`src/rtl/alu_seq_6502.sv`:
```
// alu_seq_6502: sequencer for an external combinational 8-bit ALU.
// It accepts one command at a time, runs one ALU pass (three for SUB,
// which builds the two's complement of the operand first), updates the
// accumulator and N/Z/V flags, then returns the result over a
// valid/ready handshake.
module alu_seq_6502 (
   input  logic       clk,
   input  logic       rst_n,
   input  logic       cmd_valid,
   output logic       cmd_ready,
   input  logic [2:0] cmd_op,
   input  logic [7:0] cmd_operand,
   output logic       result_valid,
   input  logic       result_ready,
   output logic [7:0] result_data,
   output logic       flag_n,
   output logic       flag_z,
   output logic       flag_v,
   output logic [7:0] alu_a,
   output logic [7:0] alu_b,
   output logic [4:0] alu_ctrl,
   input  logic [7:0] alu_out,
   input  logic       alu_v
);

   localparam logic [2:0] OP_LDA = 3'd0;
   localparam logic [2:0] OP_ADD = 3'd1;
   localparam logic [2:0] OP_SUB = 3'd2;
   localparam logic [2:0] OP_ORA = 3'd3;
   localparam logic [2:0] OP_EOR = 3'd4;
   localparam logic [2:0] OP_AND = 3'd5;
   localparam logic [2:0] OP_LSR = 3'd6;
   localparam logic [2:0] OP_CLV = 3'd7;

   // One-hot ALU function select {SUM,OR,XOR,AND,SR}
   localparam logic [4:0] CTRL_NONE = 5'b00000;
   localparam logic [4:0] CTRL_SUM  = 5'b10000;
   localparam logic [4:0] CTRL_OR   = 5'b01000;
   localparam logic [4:0] CTRL_XOR  = 5'b00100;
   localparam logic [4:0] CTRL_AND  = 5'b00010;
   localparam logic [4:0] CTRL_SR   = 5'b00001;

   typedef enum logic [2:0] {
      IDLE = 3'd0,
      NEG  = 3'd1,
      INC  = 3'd2,
      EXEC = 3'd3,
      RESP = 3'd4
   } state_t;

   state_t     state_q, state_d;
   logic [2:0] op_q, op_d;
   logic [7:0] opnd_q, opnd_d;
   logic [7:0] tmp_q, tmp_d;
   logic [7:0] acc_q, acc_d;
   logic       n_q, n_d;
   logic       z_q, z_d;
   logic       v_q, v_d;
   // Registered so it stays low while reset is held and rises on the
   // first edge after release.
   logic       cmd_ready_q, cmd_ready_d;

   assign cmd_ready    = cmd_ready_q;
   assign result_valid = (state_q == RESP);
   assign result_data  = acc_q;
   assign flag_n       = n_q;
   assign flag_z       = z_q;
   assign flag_v       = v_q;

   // Next-state, datapath updates and ALU operand/function selection
   always_comb begin
      state_d  = state_q;
      op_d     = op_q;
      opnd_d   = opnd_q;
      tmp_d    = tmp_q;
      acc_d    = acc_q;
      n_d      = n_q;
      z_d      = z_q;
      v_d      = v_q;
      alu_ctrl = CTRL_NONE;
      alu_a    = 8'h00;
      alu_b    = 8'h00;
      case (state_q)
         IDLE: begin
            if (cmd_valid && cmd_ready_q) begin
               op_d   = cmd_op;
               opnd_d = cmd_operand;
               case (cmd_op)
                  OP_SUB:  state_d = NEG;
                  OP_CLV: begin
                     // CLV needs no ALU pass: clear V and respond directly
                     v_d     = 1'b0;
                     state_d = RESP;
                  end
                  default: state_d = EXEC;
               endcase
            end
         end
         NEG: begin
            // ones' complement of the operand
            alu_ctrl = CTRL_XOR;
            alu_a    = opnd_q;
            alu_b    = 8'hFF;
            tmp_d    = alu_out;
            state_d  = INC;
         end
         INC: begin
            // +1 completes the two's complement
            alu_ctrl = CTRL_SUM;
            alu_a    = tmp_q;
            alu_b    = 8'h01;
            tmp_d    = alu_out;
            state_d  = EXEC;
         end
         EXEC: begin
            alu_a = (op_q == OP_LDA) ? 8'h00 : acc_q;
            alu_b = (op_q == OP_SUB) ? tmp_q : opnd_q;
            case (op_q)
               OP_ADD, OP_SUB: alu_ctrl = CTRL_SUM;
               OP_LDA, OP_ORA: alu_ctrl = CTRL_OR;
               OP_EOR:         alu_ctrl = CTRL_XOR;
               OP_AND:         alu_ctrl = CTRL_AND;
               OP_LSR:         alu_ctrl = CTRL_SR;
               default:        alu_ctrl = CTRL_NONE;
            endcase
            acc_d = alu_out;
            n_d   = alu_out[7];
            z_d   = (alu_out == 8'h00);
            // V comes only from this pass; the negate passes never touch it
            if (op_q == OP_ADD || op_q == OP_SUB)
               v_d = alu_v;
            state_d = RESP;
         end
         RESP: begin
            if (result_ready)
               state_d = IDLE;
         end
         default: state_d = IDLE;
      endcase
      cmd_ready_d = (state_d == IDLE);
   end

   // State and datapath registers; synchronous reset aborts any command
   always_ff @(posedge clk) begin
      if (!rst_n) begin
         state_q     <= IDLE;
         op_q        <= 3'd0;
         opnd_q      <= 8'h00;
         tmp_q       <= 8'h00;
         acc_q       <= 8'h00;
         n_q         <= 1'b0;
         z_q         <= 1'b0;
         v_q         <= 1'b0;
         cmd_ready_q <= 1'b0;
      end else begin
         state_q     <= state_d;
         op_q        <= op_d;
         opnd_q      <= opnd_d;
         tmp_q       <= tmp_d;
         acc_q       <= acc_d;
         n_q         <= n_d;
         z_q         <= z_d;
         v_q         <= v_d;
         cmd_ready_q <= cmd_ready_d;
      end
   end

endmodule

```
`config.mk`:
```
export PLATFORM = sky130hd
export DESIGN_NAME = alu_seq_6502
export DESIGN_NICKNAME = d
export VERILOG_FILES = /design/src/rtl/alu_seq_6502.sv
export SDC_FILE = /design/constraint.sdc
export NUM_CORES = 1
export LEC_CHECK = 0
export BUFFER_PORTS_ARGS = -buffer_cell sky130_fd_sc_hd__buf_4
export CORE_MARGIN = 3
export CORE_UTILIZATION = 40
export CTS_CLUSTER_DIAMETER = 200
export CTS_CLUSTER_SIZE = 20
export DETAILED_ROUTE_END_ITERATION = 10
export GPL_ROUTABILITY_DRIVEN = 1
export PLACE_DENSITY = 0.69
export RECOVER_POWER = 50
export SYNTH_ARGS = -nofsm -noshare
export SYNTH_HDL_FRONTEND = slang
export SYNTH_SLANG_ARGS = --single-unit
```
`constraint.sdc`:
```
create_clock -name clk -period 1.41 [get_ports clk]
set_input_delay 0.0705 -clock clk [delete_from_list [all_inputs] [get_ports clk]]
set_output_delay 0.0705 -clock clk [all_outputs]
set_load 0.005 [all_outputs]
```
==> impl_metrics.yaml <==
yosys:
  synth_warnings: 0
  netlist.area_leader.share_pct: 39.1
  mappedNetlistNets: 245
  synth.most_common_cell: "nand2_1"
  ys_seq_area_share_pct: 39.1
  async_flop_share_pct: 0
  synthTopCellsByCount: "36 x nand2_1, 33 x dfxtp_1, 29 x a21oi_1"
  yosys.area.top_type: "dfxtp_1"
  synth-edff-count: 0
  syn-cell-area_sq_um: 1690
  ys_top_cells_by_area: "dfxtp_1 39%, a21oi_1 8.6%, nand2_1 8.0%"
  synth_ff_type: "dfxtp_1"
  synthCells: 221
  ys_types: 36
  synth_seq_cells: 33
  syn_avg_cell_area_sq_um: 7.64
grt:
  grt_first_pass_wirelength_um: 9780
  grtUsageTotal_pct: 24.6
  grt_max_degree: 31
  grt_pass1_vias: 1966
  overflow: 0
  antenna_found_initial: 0
setup_path:
  start_kind: "register"
  rrSetupSlack_ps: -130
  worstPathRequired_ps: 1340
  crit_family: "buffers and inverters"
  critPathBufInv: 3
  r2r_cells: 4
  crit_chain: "buf_6 > nor3b_4 > buf_6 > nand2_2 > a31oi_1 > buf_4"
  cpMostUsedCell: "buf_6"
  end_kind: "output pin"
  crit_fanout: 7
  cp_slowest_cell: "dfxtp_2"
  critPathMaxStageDelay_ps: 350
  reg2reg_from: "state_q[1]$_SDFF_PN0_"
  crit_type: "reg -> out"
  cp.arrival_ps: 1590
  rr_endpoint: "cmd_ready$_SDFF_PN0_"
route:
  wl_met2_um: 3320
  first_pass_iters: 4
  vias: 2126
  drc: 0
  drtIter0Drc: 203
  drt-met1-wl_um: 2650
  via_per_inst: 5.94
  top_layer: "met4"
  wl_um: 6690
  post_drt_wl_per_cell_um: 18.7
  ant_nets: 0
  wl_met3_um: 579
floorplanning:
  start_util_pct: 43.8
  io_pins: 58
  die_h_um: 71.0
  num_rows: 22
  dieArea_sq_um: 5040
  core_area_sq_um: 3850
  die_x_um: 71.0
clocking:
  cts_inserted_buffers: 5
  clk_pin_slew_ps: 80
  hold_buffers: 0
  cts.sinks: 33
  clockBufferDepth: 2
  cts_tree: "yes"
  root_buffer: "clkbuf_8"
  ctsHtreeMaxLevel: 2
  insertion_delay_ps: 290
timing:
  tightest_slew_ps: 407
  finalMaxSlewViolations: 0
  hold_viol_final: 0
  rsz0062_at_grt: "yes"
  min_period_ps: 1660
  finalSetupViolCount: 37
  fmax_mhz: 604
  layout_worst_path_cycle_share_pct: 117
  fin_worst_skew_ps: 3.96
  slew_headroom_pct: 72.6
  setup_slack_ps: -246
placement:
  dp.cells: 335
  place.gp.congestion: 0.832
  dp_hpwl_um: 4070
  numPortBuffers: 57
  dpl_cell_area_sq_um: 2320
power_and_ir_drop:
  p_leak_uw: 0.00115
  ir_drop_mv: 0.909
  pwr_density_cell_nw_per_um2: 1600
  total_power_uw: 4600
layout:
  diodes: 0
  layout.nets: 333
  area_growth_pct: 70.3
  drive_gt1_share_pct: 53.2
  final_cell_area_sq_um: 2880
  stdcell_count: 358
hold_path:
  hp-class: "in -> reg"
  holdPathEnd: "state_q[1]$_SDFF_PN0_"
  worstHoldPathCells: 2
  hold_start: "rst_n"
flow_run:
  maxCapViolCount: 0
status:
  status: "complete, but fails checks"
  failed_checks: "setup timing"
logic make-up (layout without fill, tap and decap cells):
kind of cell	after synthesis	count (layout)	synth area share, %
AND/OR/NAND/NOR	90	90	28.0
AO/OA/AOI/OAI	72	72	25.4
flip-flops	33	33	39.1
buffers and inverters	22	111	5.34
XOR/XNOR	4	4	2.08
what timing repair did:
item                       CTS  global route
resized for setup           51            38
setup endpoints to repair   36            51
pin swaps                   28             6
buffers inserted            15             1
worst register-to-register path, stage by stage (launching register included):
cell and delay [ps]:
dfxtp_2 340, buf_4 130, buf_4 150, or4_1 580, and4_1 230
metrics by stage:
stage / util (%) / hold WS [ps] / worst slack, ps / setup TNS (ps)
after floorplan: - / 188 / 14.1 / 0
after global placement: 60.2 / 314 / -67.5 / -465
after detailed placement: 60.2 / 310 / -104 / -871
after CTS: 70.6 / 11.9 / -210 / -3040
after global routing: 74.6 / 20.7 / -300 / -6950
final: 74.6 / 23.4 / -246 / -4840
flip-flops by register name (all words and copies together) (netlist names):
signal       count
result_data      8
tmp_q            8
op_q             3
flag_v           1
flag_z           1
opnd_q           8
cmd_ready        1
state_q          3
metal layers:
layer / track usage (%) / vias to the layer above
met5: 0 / -
met4: 9.60 / 0
met3: 4.55 / 18
met2: 40.9 / 115
met1: 31.6 / 1014
li1: - / 979
where the power goes:
group,internal (uW),switching (uW)
logic,1190,1140
clock network,529,387
registers,1140,223
total,2860,1750
cell type report:
type                       count  area, sq um
clock buffer                   5         68.8
clock inverter                 3         46.3
fill                         275          978
inverter                       3         11.3
multi-input combinational    166         1190
sequential                    33          673
tap                           48         60.1
timing repair buffer         100          827
layout by cell type (no fill, tap or decap), drive strengths merged, types with 2 or more instances in the layout:
master / instances
buf: 88
nand2: 36
dfxtp: 33
a21oi: 29
nand3: 21
o21ai: 21
clkbuf: 17
a31oi: 9
and2: 8
a221o: 8
nor2: 5
inv: 3
nor3: 3
xnor2: 3
or3b: 2
nor3b: 2
nor4: 2
nor4b: 2
worst max-delay path by stage:
stage | startpoint | slack (ps) | to | cells past startpoint
finish | op_q[2]$_SDFFE_PN0P_ | -250 | alu_b[2] | 6
global route | op_q[2]$_SDFFE_PN0P_ | -300 | alu_b[2] | 6
CTS | state_q[1]$_SDFF_PN0_ | -210 | alu_a[0] | 6
detailed placement | state_q[2]$_SDFF_PN0_ | -100 | alu_a[0] | 5
global placement | state_q[1]$_SDFF_PN0_ | -70 | state_q[1]$_SDFF_PN0_ | 4
floorplan | state_q[2]$_SDFF_PN0_ | 10 | state_q[2]$_SDFF_PN0_ | 3
Note: power is estimated with default switching activity, not from simulation.
